File: config.mk
export PLATFORM = sky130hd
export DESIGN_NAME = bcd_scan_source_flat
export DESIGN_NICKNAME = d
export VERILOG_FILES = /design/src/rtl/display_pkg.sv /design/src/rtl/bcd_scan_source_if.sv /design/src/rtl/refresh_counter.sv /design/src/rtl/bcd_scan_source.sv /design/src/flat_wrapper.sv
export SDC_FILE = /design/constraint.sdc
export NUM_CORES = 1
export LEC_CHECK = 0
export BUFFER_PORTS_ARGS = -buffer_cell sky130_fd_sc_hd__buf_4
export CAP_MARGIN = 10
export CORE_ASPECT_RATIO = 1.75
export CORE_MARGIN = 2
export CORE_UTILIZATION = 35
export CTS_BUF_LIST = sky130_fd_sc_hd__clkbuf_8
export CTS_CLUSTER_SIZE = 8
export DETAILED_ROUTE_END_ITERATION = 10
export HOLD_SLACK_MARGIN = 0.12
export RECOVER_POWER = 50
export SYNTH_ARGS = -nofsm -noshare
export SYNTH_HDL_FRONTEND = slang
export SYNTH_HIERARCHICAL = 1
export SYNTH_SLANG_ARGS = --single-unit
File: constraint.sdc
create_clock -name clk -period 2.2 [get_ports clk]
set_input_delay 0.22 -clock clk [delete_from_list [all_inputs] [get_ports clk]]
set_output_delay 0.22 -clock clk [all_outputs]
set_load 0.005 [all_outputs]
File: src/rtl/display_pkg.sv
// display_pkg: shared widths, digit type, converter states and the double-dabble
// add-3 step for the BCD scan source.
package display_pkg;
  localparam int DIGIT_W = 4;
  localparam int NUM_DIGITS = 4;
  localparam int BIN_W = 14;
  localparam int MAX_DISPLAY = 9999;
  typedef logic [DIGIT_W-1:0] bcd_digit_t;
  typedef enum logic [1:0] {IDLE, CONVERT, UPDATE} conv_state_t;
  function automatic logic [DIGIT_W*NUM_DIGITS-1:0] dabble(input logic [DIGIT_W*NUM_DIGITS-1:0] b);
    logic [DIGIT_W*NUM_DIGITS-1:0] r;
    r = b;
    for (int i = 0; i < NUM_DIGITS; i++)
      r[i*DIGIT_W+:DIGIT_W] = b[i*DIGIT_W+:DIGIT_W] >= 4'd5 ? b[i*DIGIT_W+:DIGIT_W] + 4'd3 : b[i*DIGIT_W+:DIGIT_W];
    return r;
  endfunction
endpackage

File: src/rtl/bcd_scan_source_if.sv
// bcd_scan_source_if: load/ready conversion handshake, digit outputs and scan select.
interface bcd_scan_source_if;
  import display_pkg::*;
  logic [BIN_W-1:0] value_in;
  logic load;
  logic ready;
  logic done;
  logic overflow;
  bcd_digit_t digit0, digit1, digit2, digit3;
  logic [1:0] ref_clk;
  modport master (output value_in, load, input ready, done, overflow, digit0, digit1, digit2, digit3, ref_clk);
  modport slave (input value_in, load, output ready, done, overflow, digit0, digit1, digit2, digit3, ref_clk);
endinterface

File: src/rtl/refresh_counter.sv
// refresh_counter: free-running prescaler stepping a 2-bit digit-select every REFRESH_DIV clocks.
module refresh_counter #(
  parameter int REFRESH_DIV = 100000
) (
  input  logic       clk,
  input  logic       reset,
  output logic [1:0] ref_clk
);
  localparam int PW = REFRESH_DIV > 1 ? $clog2(REFRESH_DIV) : 1;
  logic [PW-1:0] pre;
  logic tc;
  always_comb tc = pre == PW'(REFRESH_DIV - 1);
  always_ff @(posedge clk or posedge reset) begin
    if (reset) begin
      pre <= '0;
      ref_clk <= '0;
    end else begin
      pre <= tc ? '0 : pre + 1'b1;
      ref_clk <= ref_clk + {1'b0, tc};
    end
  end
endmodule

File: src/rtl/bcd_scan_source.sv
// bcd_scan_source: 14-bit binary to 4-digit BCD via iterative double-dabble, plus display scan.
// Define BCD_SATURATE_EN to show 9999 instead of value mod 10000 when the value exceeds 9999.
module bcd_scan_source
  import display_pkg::*;
#(
  parameter int REFRESH_DIV = 100000
) (
  input logic clk,
  input logic reset,
  bcd_scan_source_if.slave bus
);
  conv_state_t state, nxt;
  logic [BIN_W-1:0] bin;
  logic [DIGIT_W*NUM_DIGITS-1:0] bcd, adj, res;
  logic [3:0] cnt;
  logic ovf_cap;
  refresh_counter #(.REFRESH_DIV(REFRESH_DIV)) u_refresh (.clk(clk), .reset(reset), .ref_clk(bus.ref_clk));
  always_ff @(posedge clk or posedge reset) begin
    if (reset) state <= IDLE;
    else state <= nxt;
  end
  always_comb begin
    nxt = state == IDLE ? (bus.load ? CONVERT : IDLE) :
          state == CONVERT ? (cnt == 4'd1 ? UPDATE : CONVERT) : IDLE;
  end
  always_comb begin
    bus.ready = state == IDLE;
    adj = dabble(bcd);
`ifdef BCD_SATURATE_EN
    res = ovf_cap ? 16'h9999 : bcd;
`else
    res = bcd;
`endif
  end
  // Bit 15 of the adjusted accumulator falls off the top, leaving value mod 10000.
  always_ff @(posedge clk or posedge reset) begin
    if (reset) begin
      bin <= '0;
      bcd <= '0;
      cnt <= '0;
      ovf_cap <= 1'b0;
      bus.done <= 1'b0;
      bus.overflow <= 1'b0;
      {bus.digit3, bus.digit2, bus.digit1, bus.digit0} <= '0;
    end else begin
      bus.done <= state == UPDATE;
      if (state == IDLE && bus.load) begin
        bin <= bus.value_in;
        bcd <= '0;
        cnt <= 4'(BIN_W);
        ovf_cap <= bus.value_in > 14'(MAX_DISPLAY);
      end
      if (state == CONVERT) begin
        {bcd, bin} <= {adj[14:0], bin, 1'b0};
        cnt <= cnt - 4'd1;
      end
      if (state == UPDATE) begin
        {bus.digit3, bus.digit2, bus.digit1, bus.digit0} <= res;
        bus.overflow <= ovf_cap;
      end
    end
  end
endmodule

File: src/flat_wrapper.sv
// flat-port wrapper written by rule: the top's interface ports become plain ports
module bcd_scan_source_flat import display_pkg::*;
#(
  parameter int REFRESH_DIV = 100000
)
  (clk, reset, bus_value_in, bus_load, bus_ready, bus_done, bus_overflow, bus_digit0, bus_digit1, bus_digit2, bus_digit3, bus_ref_clk);
  bcd_scan_source_if bus_i ();
  input logic clk;
  input logic reset;
  input wire logic [$bits(bus_i.value_in)-1:0] bus_value_in;
  input wire logic [$bits(bus_i.load)-1:0] bus_load;
  output wire logic [$bits(bus_i.ready)-1:0] bus_ready;
  output wire logic [$bits(bus_i.done)-1:0] bus_done;
  output wire logic [$bits(bus_i.overflow)-1:0] bus_overflow;
  output wire logic [$bits(bus_i.digit0)-1:0] bus_digit0;
  output wire logic [$bits(bus_i.digit1)-1:0] bus_digit1;
  output wire logic [$bits(bus_i.digit2)-1:0] bus_digit2;
  output wire logic [$bits(bus_i.digit3)-1:0] bus_digit3;
  output wire logic [$bits(bus_i.ref_clk)-1:0] bus_ref_clk;
  assign bus_i.value_in = bus_value_in;
  assign bus_i.load = bus_load;
  assign bus_ready = bus_i.ready;
  assign bus_done = bus_i.done;
  assign bus_overflow = bus_i.overflow;
  assign bus_digit0 = bus_i.digit0;
  assign bus_digit1 = bus_i.digit1;
  assign bus_digit2 = bus_i.digit2;
  assign bus_digit3 = bus_i.digit3;
  assign bus_ref_clk = bus_i.ref_clk;
  bcd_scan_source #(.REFRESH_DIV(REFRESH_DIV)) u_core (.clk(clk), .reset(reset), .bus(bus_i));
endmodule
# After elaboration in Yosys (flattened, before gate mapping)
# Index checks and enable logic that the tools add are counted.
dict set report totals {
  in_bits 17
  wordCells 47
  out_inout_bits 21
  regBits 74
}
dict set report classes {
  reduce_logical 3
  n_eq_ne 4
  addsub 7
  muxes 15
  magnitude_cmp 5
}
# operator n
set ops {}
lappend ops {{16-bit two-way mux} 2}
lappend ops {{14-bit two-way mux} 2}
lappend ops {{4-bit two-way mux} 5}
lappend ops {{17-bit by 1-bit adder with 17-bit output (second input constant)} 1}
lappend ops {{17-bit equality test (second input constant)} 1}
lappend ops {{17-bit two-way mux} 1}
lappend ops {{4-bit by 3-bit greater-or-equal comparator with 1-bit output (second input constant)} 4}
lappend ops {{14-bit > comparator (second input constant)} 1}
lappend ops {{4-bit by 2-bit adder with 4-bit output (second input constant)} 3}
lappend ops {{2-bit two-way mux} 3}
lappend ops {{4-bit by 1-bit equality test with 1-bit output (second input constant)} 1}
lappend ops {{4-bit by 1-bit subtractor with 4-bit output (second input constant)} 1}
lappend ops {{3-bit by 2-bit adder with 3-bit output (second input constant)} 1}
lappend ops {{3-bit two-way mux} 1}
lappend ops {{2-bit by 1-bit adder with 2-bit output} 1}
lappend ops {{2-bit by 1-bit equality test with 1-bit output (second input constant)} 1}
lappend ops {{2-bit equality test (second input constant)} 1}
lappend ops {{2-bit logical NOT} 1}
lappend ops {{2-bit nonzero test} 1}
lappend ops {{1-bit logical AND} 1}
lappend ops {{1-bit two-way mux} 1}

# Depth between registers and ports, before layout
# Gate-level depths: netlist of run 1.
dict set report logic_depth {
  word_depth 4
  depth_mapped 6
  ltp_nobuf 6
}

# Modules after synthesis
# The synthesis of run 1 kept the hierarchy.
# module area_each_um2 seq_area_each_um2 instances cells_each
set by_module_without_submodules {}
lappend by_module_without_submodules {bcd_scan_source 2532.4 1376.3 1 243}
lappend by_module_without_submodules {refresh_counter 870.8 475.5 1 78}

# Worst setup path before layout of run 1
# OpenSTA, ideal clock, no wires.
dict set report synth_timing {
  path_type {register to register}
  startpoint {register u_core.u_refresh.pre[12]}
  endpoint {register u_core.u_refresh.ref_clk[1]}
  arrival_time_ns 1.750
  slack_ns 0.371
  n_path_buf 0
  synth_period_minus_slack_ns 1.829
  setup_time_ns 0.079
  stages_incl_launch_ff 5
  t_required_ns 2.121
  path_cell_list {dfrtp_1 or4b_4 nor4_4 ha_1 xor2_1}
}
dict set report synth_between {
  elab_chain_len 2
}
# item line_no
set synth_rtl {}
lappend synth_rtl {{from (decl)} refresh_counter.sv:10} ;# logic [PW-1:0] pre;
lappend synth_rtl {{from (signal assigned)} refresh_counter.sv:18} ;# pre <= tc ? '0 : pre + 1'b1;
lappend synth_rtl {{17-bit equality test} refresh_counter.sv:12} ;# always_comb tc = pre == PW'(REFRESH_DIV - 1);
lappend synth_rtl {{2-bit by 1-bit adder with 2-bit output} refresh_counter.sv:19} ;# ref_clk <= ref_clk + {1'b0, tc};
lappend synth_rtl {{to (signal assigned)} refresh_counter.sv:19}
lappend synth_rtl {{to (decl)} refresh_counter.sv:7} ;# output logic [1:0] ref_clk
# No other way between the ends.
# A chain may end at the register's enable or synchronous reset.

# Worst setup path after layout of run 1
# Same ends and word-level chain as after synthesis.

==> results of run 1 <==
==> worst min path at each step <==
stage	start	end	slack, ps	depth (start not counted)
2_1_floorplan	reset	u_core/u_refresh/pre[0]	170	1
3_3_place_gp	reset	u_core/bus.digit0[3]	340	2
3_5_place_dp	reset	u_core/bcd[3]	340	2
4_1_cts	bus_value_in[11]	u_core/bin[11]	120	3
5_1_grt	bus_value_in[11]	u_core/bin[11]	140	3
6_report	bus_value_in[1]	u_core/bin[1]	140	3
==> flip-flops by register name, summed over array words and instances (netlist names), 4 cells and up <==
signal                count
u_core/bus.digit3         4
u_core/bus.digit2         4
u_core/bin               14
u_core/u_refresh/pre     17
u_core/bus.digit1         4
u_core/bcd               16
u_core/bus.digit0         4
u_core/cnt                4
==> stage by stage <==
stage | setup WS, ps | area [um2]
after floorplan | 371 | 3400
after global placement | 558 | 3840
after detailed placement | 527 | 3840
after CTS | 505 | 4170
after global routing | 410 | 4170
final | 509 | 4170
==> synth_stat cells, types with 7 or more instances <==
cell type | instances | area [um2]
inv_1 | 13 | 48.8
nand2_1 | 48 | 180
o21ai_0 | 16 | 80.1
dfrtp_1 | 74 | 1850
xnor2_1 | 15 | 131
nor3_1 | 9 | 45.0
mux2_2 | 8 | 90.1
a21oi_1 | 7 | 35.0
nor2_1 | 25 | 93.8
mux2_1 | 9 | 101
nand3_1 | 10 | 50.1
ha_1 | 12 | 150
xor2_1 | 7 | 61.3
a31oi_1 | 14 | 87.6
==> routing by layer <==
layer | share of wire (%) | global-route usage [%] | wire length (um) | vias up
li1 | - | - | - | 1222
met1 | 42 | 15.6 | 2770 | 1195
met2 | 53 | 24.5 | 3520 | 34
met3 | 2.8 | 3.30 | 187 | 11
met4 | 2.0 | 6.34 | 133 | 0
met5 | 0 | 0 | 0 | -
==> what timing repair did <==
action,CTS,global route
hold buffers,12,0
resized for setup,0,0
hold endpoints to repair,55,0
setup buffers,0,0
setup endpoints to repair,0,0
==> cells by family (layout without fill, tap and decap cells) <==
family                     after synthesis  count (layout)  share of synthesized area (%)
AOI/OAI and AO/OA                       47              47                           8.31
xor gates and xnor gates                22              22                           5.66
adders and majority gates               12              12                           4.41
buffers and inverters                   24              85                           3.27
DFF                                     74              74                           54.4
muxes                                   21              21                           6.80
and+or+nand+nor                        121             121                           17.1
==> power by group through the flow <==
stage          combinational, mW  sequential (mW)  clock (mW)
3_5_place_dp                1.44             2.07           0
3_3_place_gp                1.40             2.06           0
2_1_floorplan               1.07             1.99           0
6_report                    1.43             2.04        1.14
5_1_grt                     1.64             2.10        1.25
4_1_cts                     1.47             2.05        1.19
==> worst reg2reg max path, cell delays in order (launching register included) <==
cell and delay [ps]:
dfrtp_1 430, or4b_4 560, nor4_4 280, ha_1 200, xor2_1 150
==> cell type report <==
type                            instances  area [um2]  area share (%)
Timing Repair Buffer                   56         459            11.0
Multi-Input combinational cell        223        1440            34.5
Clock inverter                          7        93.8            2.25
Inverter                               13        48.8            1.17
Tap cell                              122         153            3.66
Clock buffer                            9         124            2.97
Sequential cell                        74        1850            44.4
==> reports/summary.txt, run 1 <==
CP Depth = 4
Clock Pin Slew Worst Setup and Hold Paths = 80 ps
Combinational power share = 31.0%
Nets = 406
Worst r2r src = u_core/u_refresh/pre[12]
Net switching power figure = 1.53 mW
Commonest non-fill, non-tap cell in the layout = dfrtp_1
Max transition margin = 30.2%
DR vias/cell = 4.88
Hold Crit Class = input pin to register
Port Buffers = 37
Pleak = 1.98 nW
Drc violations = 0
Capturing point of the worst reg2reg path = u_core/u_refresh/ref_clk[1]
Die width = 78.5 um
Die H = 134 um
Setup TNS = 0 ps
TritonCTS Buffers = 9
Overall Global Routing Usage = 13.9%
Peak Freq = 591 MHz
1st-pass router iterations = 4
Via count = 2462
Grt total ovfl = 0
RSZ-0062 raised after global routing = false
CTS tree = yes
R2R depth = 4
Clock Skew = 9.81 ps
H-tree levels = 3
Pwr dens = 1110 nW/um2
Die area = 10600 um2
Warnings, synthesis = 6
Setup slack, reg-to-reg = 510 ps
Clk root buf = clkbuf_8
Register area share after synthesis = 54.4%
Synth unique cells = 36
Crit share post-route = 76.9%
Filler Cells Inserted = 925
DP HPWL = 4.69 mm
Crit-path max FO = 5
Final Total Pwr = 4.61 mW
Most frequently used flop master after synthesis = dfrtp_1
Post-Syn Area per Cell = 10.6 um2
IO Count = 38
RD Place Congestion = 0.832
Core Region = 9470 um2
Cell area after synthesis = 3400 um2
Cell family with the largest share of critical-path delay = simple AND/OR/NAND/NOR gates
Non-filler instance count after layout = 504
Reg power frac = 44.1%
Outcome = finished, final reports clean
CTS Buffer Depth = 2
Mapped Cells = 321
Sequence of cells on the critical path = or4b_4, nor4_4, ha_1, xor2_1
Slew Viols, Final = 0
Site Rows = 47
Global-route wire length before repair = 11.5 mm
Net Count, Synth = 350
Final hold violation count = 0
Worst VDD drop = 0.525 mV
Placed Cells = 476
Worst EP required = 2470 ps
Ant diodes = 0
Clk_lat worst skew = 350 ps
Setup CP Type = register to register
Most frequent cells in the layout = dfrtp_1 (74), nand2_1 (48), nor2_1 (25)
# clock sinks = 74
Cell Int Power = 3.09 mW
Post-route ant nets = 0
Worst EP arrival = 1960 ps
Initial antenna violation count = 0
Initial detailed-routing violation count = 109
Hold Slack = 143 ps
Final wirelength = 6.61 mm
Crit path launch = u_core/u_refresh/pre[12]
Syn-to-layout area delta = 22.5%
Maxcap violations = 0
Slew @ Worst Pin = 1050 ps
Setup Viol. Count Final = 0
Startpoint class of the critical path = register
Max stage delay on crit path = 560 ps
EDFF count, synth = 0
Wire per inst = 13.1 um
Layout cells sized above 1 = 18.6%
Final Util = 44.0%
Number of synthesized register bits = 74
Switching fraction of total power = 33.1%
Worst Setup End Kind = register
Fraction of registers with async set/reset = 100%
WP buf/inv = 0
Crit path to = u_core/u_refresh/ref_clk[1]
CP max-delay cell = or4b_4
Largest net degree at the start of global routing = 31
Vias in the first global route = 2559
Initial Util = 35.9%
Clock Power Share = 24.8%
Crit path time final = 1690 ps
Power figures use the tool's default switching activity.
==> run 2, diff against run 1 <==
==> constraint.sdc (replaced) <==
create_clock -name clk -period 1.65 [get_ports clk]
set_input_delay 0.165 -clock clk [delete_from_list [all_inputs] [get_ports clk]]
set_output_delay 0.165 -clock clk [all_outputs]
set_load 0.005 [all_outputs]
==> run 2 against run 1 <==
  * Via count up 2.8%
  * Worst hold slack better by 130 ps
  * Clock skew down 3.3 ps
  * Critical path depth unchanged
  * Design area up 3.1%
  * Critical path type unchanged
  * Largest cell class unchanged
==> reports/summary.txt, run 2 (synthesized netlist as in run 1, its figures left out) <==
Final Total Pwr = 6.10 mW (+32%)
Grt total ovfl = 0 (unchanged)
Crit path time final = 1560 ps (-135 ps)
Clk root buf = clkbuf_8
RSZ-0062 raised after global routing = true
Crit path launch = u_core/u_refresh/pre[6]
Layout cells sized above 1 = 22.3% (+3.7 points)
Clk_lat worst skew = 340 ps (about the same)
DR vias/cell = 4.90 (+0.26%)
Top Registers = u_core/u_refresh/pre x17, u_core/bcd x16, u_core/bin x14
Wire per inst = 13.7 um (+4.7%)
Crit share post-route = 94.3% (+17 points)
Startpoint class of the critical path = register
CTS Buffer Depth = 2 (unchanged)
Die area = 10600 um2 (unchanged)
Hold Slack = 274 ps (+131 ps)
Most frequent cells in the layout = dfrtp_1 (74), buf_4 (50), nand2_1 (47)
H-tree levels = 3 (unchanged)
CP max-delay cell = or3_1
Post-route ant nets = 0 (unchanged)
Combinational power share = 32.6% (+1.6 points)
TritonCTS Buffers = 9 (unchanged)
Pwr dens = 1420 nW/um2 (+28%)
Pleak = 2.06 nW (+4.2%)
Vias in the first global route = 2737 (+7.0%)
# clock sinks = 74 (unchanged)
Top reg by flops = u_core/u_refresh/pre
Largest net degree at the start of global routing = 31 (unchanged)
Port Buffers = 37 (unchanged)
Net switching power figure = 2.05 mW (+34%)
Non-filler instance count after layout = 517 (+2.6%)
Clock Pin Slew Worst Setup and Hold Paths = 70 ps (about the same)
Worst hold start = bus_load
Worst EP required = 1920 ps (-550 ps)
Number of flip-flops in the largest register = 17 (unchanged)
Site Rows = 47 (unchanged)
Global-route wire length before repair = 12.3 mm (+7.4%)
Clock Power Share = 22.5% (-2.3 points)
Clock Skew = 6.49 ps (-3.31 ps)
Slew @ Worst Pin = 1010 ps (-35.9 ps)
IO Count = 38 (unchanged)
Worst EP arrival = 1830 ps (-130 ps)
Outcome = finished, final reports clean
Initial antenna violation count = 0 (unchanged)
Cell Int Power = 4.05 mW (+31%)
Die width = 78.5 um (unchanged)
Setup Viol. Count Final = 0 (unchanged)
Drc violations = 0 (unchanged)
Initial Util = 35.9% (unchanged)
Worst VDD drop = 0.689 mV (+31%)
Syn-to-layout area delta = 26.3%
Overall Global Routing Usage = 14.9% (+1.1 points)
Worst r2r src = u_core/u_refresh/pre[6]
Slew Viols, Final = 0 (unchanged)
Die H = 134 um (unchanged)
Initial detailed-routing violation count = 76 (-30%)
Ant diodes = 0 (unchanged)
Crit-path max FO = 4 (-1)
RD Place Congestion = 0.808 (-2.8%)
Max transition margin = 32.6% (+2.4 points)
Switching fraction of total power = 33.6% (+0.50 points)
Core Region = 9470 um2 (unchanged)
Setup CP Type = register to register
WP buf/inv = 0 (unchanged)
Max stage delay on crit path = 430 ps (-130 ps)
Peak Freq = 643 MHz (+8.7%)
DP HPWL = 5.10 mm (+8.6%)
Reg power frac = 44.9% (+0.8 points)
Worst Setup End Kind = register
Maxcap violations = 0 (unchanged)
Commonest non-fill, non-tap cell in the layout = dfrtp_1
Via count = 2532 (+2.8%)
Hold Crit Class = input pin to register
Placed Cells = 485 (+1.9%)
Sequence of cells on the critical path = or3_1, nor4_4, ha_1, xor2_1
Final hold violation count = 0 (unchanged)
Final wirelength = 7.09 mm (+7.4%)
Nets = 419 (+3.2%)
1st-pass router iterations = 4 (unchanged)
Cell family with the largest share of critical-path delay = simple AND/OR/NAND/NOR gates
CTS tree = yes
==> run 2: cell count changes in the layout (fill, tap and decap cells not counted), moves of 2 or more <==
cell / previous run / this run
clkbuf_4: 21 / 2
nor4_1: 5 / 3
a21oi_2: 0 / 2
clkinvlp_4: 2 / 0
a21oi_1: 7 / 5
dlygate4sd3_1: 12 / 15
nor4_2: 0 / 2
buf_4: 21 / 50
==> run 2: cell type report <==
class	count	area [um2]
fillers	890	5170
flip-flops and latches	74	1850
multi-input cells	223	1470
repair buffers	69	581
well taps	122	153
clock buffers	10	138
clock inverters	6	57.6
inverters	13	48.8
==> run 2: final timing paths <==
check                                               to  slack [ps]  cells after the start
min in group asynchronous      u_core/u_refresh/pre[6]         520                      3
min reg2reg                u_core/u_refresh/ref_clk[1]         470                      1
max                        u_core/u_refresh/ref_clk[1]          90                      4
max reg2reg                u_core/u_refresh/ref_clk[1]          90                      4
min                                      u_core/bcd[0]         270                      3
max in group asynchronous         u_core/bus.digit0[1]         300                      4
==> run 2: repair_timing <==
item	4_1_cts	5_1_grt
setup buffers	0	1
setup endpoints to repair	0	15
hold endpoints to repair	59	0
gates resized for setup	0	5
hold buffers	15	0
==> run 2: worst reg2reg max path, delay by kind of cell, from the launching register on <==
family                     cells  cell delay [ps]
and+or+nand+nor                2              740
adders and majority gates      1              200
DFF                            1              420
xor gates and xnor gates       1              130
==> run 2: layer usage <==
metal,track usage [%],up-vias,wire length (um)
met2,26.9,36,3900
li1,-,1238,-
met4,6.82,0,109
met5,0,-,0
met3,3.77,7,219
met1,16.1,1251,2860
==> run 2: power by group through the flow <==
stage / Sequential [mW] / Combinational (mW) / Clock (mW)
floorplan: 2.66 / 1.43 / 0
global placement: 2.75 / 1.89 / 0
detailed placement: 2.77 / 1.97 / 0
CTS: 2.73 / 2.01 / 1.43
global route: 2.81 / 2.28 / 1.52
finish: 2.74 / 1.99 / 1.37
==> run 2: per-stage QoR <==
step	setup WS (ps)	instance area (um2)	utilization (%)	TNS, ps
global placement	96.9	3920	41.4	0
detailed placement	77.0	3920	41.4	0
floorplan	-107	3410	-	-208
CTS	59.9	4270	45.1	0
finish	94.0	4300	45.4	0
global route	-70.7	4300	45.4	-131
==> run 3, diff against run 2 <==
--- a/config.mk
+++ b/config.mk
@@ -7,11 +7,10 @@
 export LEC_CHECK = 0
 export BUFFER_PORTS_ARGS = -buffer_cell sky130_fd_sc_hd__buf_4
 export CAP_MARGIN = 10
-export CORE_ASPECT_RATIO = 1.75
 export CORE_MARGIN = 2
 export CORE_UTILIZATION = 35
 export CTS_BUF_LIST = sky130_fd_sc_hd__clkbuf_8
-export CTS_CLUSTER_SIZE = 8
+export CTS_CLUSTER_SIZE = 12
 export DETAILED_ROUTE_END_ITERATION = 10
 export HOLD_SLACK_MARGIN = 0.12
 export RECOVER_POWER = 50
==> run 3 against run 2 <==
  * Worst hold slack worse by 44 ps
  * First-iteration DRC count is 26% higher
  * Clock power is 4% higher
  * Routed wire length is 5.7% lower
  * Global-route usage is 0.78 points lower
  * Clock-buffer cell count is 1 lower
  * Via count is 1.2% lower
==> reports/summary.txt, run 3 (synthesized netlist as in run 1, its figures left out) <==
Nets = 420 (+0.24%)
Overall Global Routing Usage = 14.2% (-0.78 points)
Top Registers = u_core/u_refresh/pre x17, u_core/bcd x16, u_core/bin x14
Grt total ovfl = 0 (unchanged)
Vias in the first global route = 2448 (-11%)
Largest net degree at the start of global routing = 56 (+81%)
IO Count = 38 (unchanged)
Outcome = finished, final reports clean
1st-pass router iterations = 4 (unchanged)
Final wirelength = 6.69 mm (-5.7%)
Final hold violation count = 0 (unchanged)
Port Buffers = 37 (unchanged)
Pwr dens = 1430 nW/um2 (+0.76%)
Peak Freq = 652 MHz (+1.4%)
Worst hold start = bus_load
Worst EP required = 1930 ps (about the same)
CTS Buffer Depth = 2 (unchanged)
Drc violations = 0 (unchanged)
Crit-path max FO = 4 (unchanged)
Die width = 103 um (+31%)
RSZ-0062 raised after global routing = false
Worst VDD drop = 0.587 mV (-15%)
Crit path time final = 1530 ps (-21.9 ps)
DR vias/cell = 4.76 (-2.7%)
Hold Crit Class = input pin to register
Startpoint class of the critical path = register
Initial Util = 36.5% (+0.54 points)
Syn-to-layout area delta = 25.2%
Pleak = 2.02 nW (-1.7%)
Wire per inst = 12.7 um (-7.2%)
H-tree levels = 3 (unchanged)
TritonCTS Buffers = 9 (unchanged)
Global-route wire length before repair = 11.6 mm (-6.4%)
CTS tree = yes
# clock sinks = 74 (unchanged)
R2R depth = 4 (unchanged)
Initial detailed-routing violation count = 96 (+26%)
Via count = 2501 (-1.2%)
Worst Setup End Kind = register
Crit path launch = u_core/u_refresh/pre[6]
Number of flip-flops in the largest register = 17 (unchanged)
WP buf/inv = 0 (unchanged)
CP max-delay cell = dfrtp_1
Die H = 103 um (-24%)
RD Place Congestion = 0.761 (-5.9%)
Slew @ Worst Pin = 801 ps (-208 ps)
Crit share post-route = 93.0% (-1.3 points)
Setup TNS = 0 ps (unchanged)
Top reg by flops = u_core/u_refresh/pre
Die area = 10500 um2 (-0.29%)
Setup CP Type = register to register
Initial antenna violation count = 0 (unchanged)
Final Util = 45.7% (+0.28 points)
Clk_lat worst skew = 360 ps (+20 ps)
Site Rows = 35 (-26%)
Post-route ant nets = 0 (unchanged)
Cell family with the largest share of critical-path delay = simple AND/OR/NAND/NOR gates
Max stage delay on crit path = 420 ps (about the same)
Hold Path Stages = 4 (+1)
Max transition margin = 46.5% (+14 points)
Most frequent cells in the layout = dfrtp_1 (74), nand2_1 (47), buf_4 (31)
Slew Viols, Final = 0 (unchanged)
Clock Pin Slew Worst Setup and Hold Paths = 80 ps (about the same)
Ant diodes = 0 (unchanged)
Core Region = 9330 um2 (-1.5%)
Setup Viol. Count Final = 0 (unchanged)
Worst r2r src = u_core/u_refresh/pre[6]
Layout cells sized above 1 = 21.0% (-1.3 points)
Clock Skew = 16.8 ps (+10.3 ps)
CP Depth = 4 (unchanged)
Commonest non-fill, non-tap cell in the layout = dfrtp_1
DP HPWL = 4.55 mm (-11%)
Sequence of cells on the critical path = or3_1, nor4_4, ha_1, xor2_1
Clk root buf = clkbuf_8
Maxcap violations = 0 (unchanged)
Worst EP arrival = 1810 ps (-20 ps)
## run 3: cell types whose count changed in the layout (fill, tap and decap cells not counted), sizes merged
cell	delta
buf	-21
clkinvlp	+2
clkbuf	+21
clkinv	-2
inv	+1
## run 3: power by group
group          switching (mW)  internal, mW
Combinational           0.992         0.952
Sequential              0.391          2.33
Clock                   0.718         0.708
## run 3: routing by layer
metal	track usage, %	share of wire [%]	up-vias
met5	0	0	-
li1	-	-	1250
met4	4.62	1.2	0
met3	4.47	4.0	5
met1	19.2	50	1212
met2	21.7	45	34
## run 3: repair_timing
| action | 4_1_cts | 5_1_grt |
|---|---|---|
| hold endpoints to repair | 87 | 1 |
| setup endpoints to repair | 0 | 13 |
| setup buffers | 0 | 1 |
| hold buffers | 14 | 1 |
| resized for setup | 0 | 1 |
## run 3: path summary, 6_finish.rpt
kind / endpoint / slack [ps]
setup / recovery: u_core/u_refresh/ref_clk[1] / 120
hold / removal: u_core/cnt[3] / 230
setup reg to reg: u_core/u_refresh/ref_clk[1] / 120
hold reg to reg: u_core/u_refresh/ref_clk[1] / 480
max in group asynchronous: u_core/bus.digit0[1] / 500
min in group asynchronous: u_core/u_refresh/pre[8] / 520
## run 3: final cells by class
class | count | area (um2)
multi-input combinational | 223 | 1450
timing repair buffer | 70 | 553
clock inverter | 7 | 76.3
tap | 129 | 161
inverter | 13 | 48.8
sequential | 74 | 1850
fill | 873 | 5070
clock buffer | 9 | 124
## run 3: metrics by stage
step	worst slack [ps]	area, um2	power (mW)	std cells	hold WS (ps)
after floorplan	-107	3410	4.09	321	116
after global placement	125	3930	4.61	493	259
after detailed placement	86.9	3930	4.69	493	259
after CTS	76.7	4270	6.17	523	121
after global routing	6.35	4260	6.58	525	232
final	116	4260	6.09	525	231
## run 3: worst min-delay path, delay by kind of cell
| kind | cells | cell delay [ps] |
|---|---|---|
| buffers and inverters | 2 | 260 |
| AND/OR/NAND/NOR | 2 | 110 |
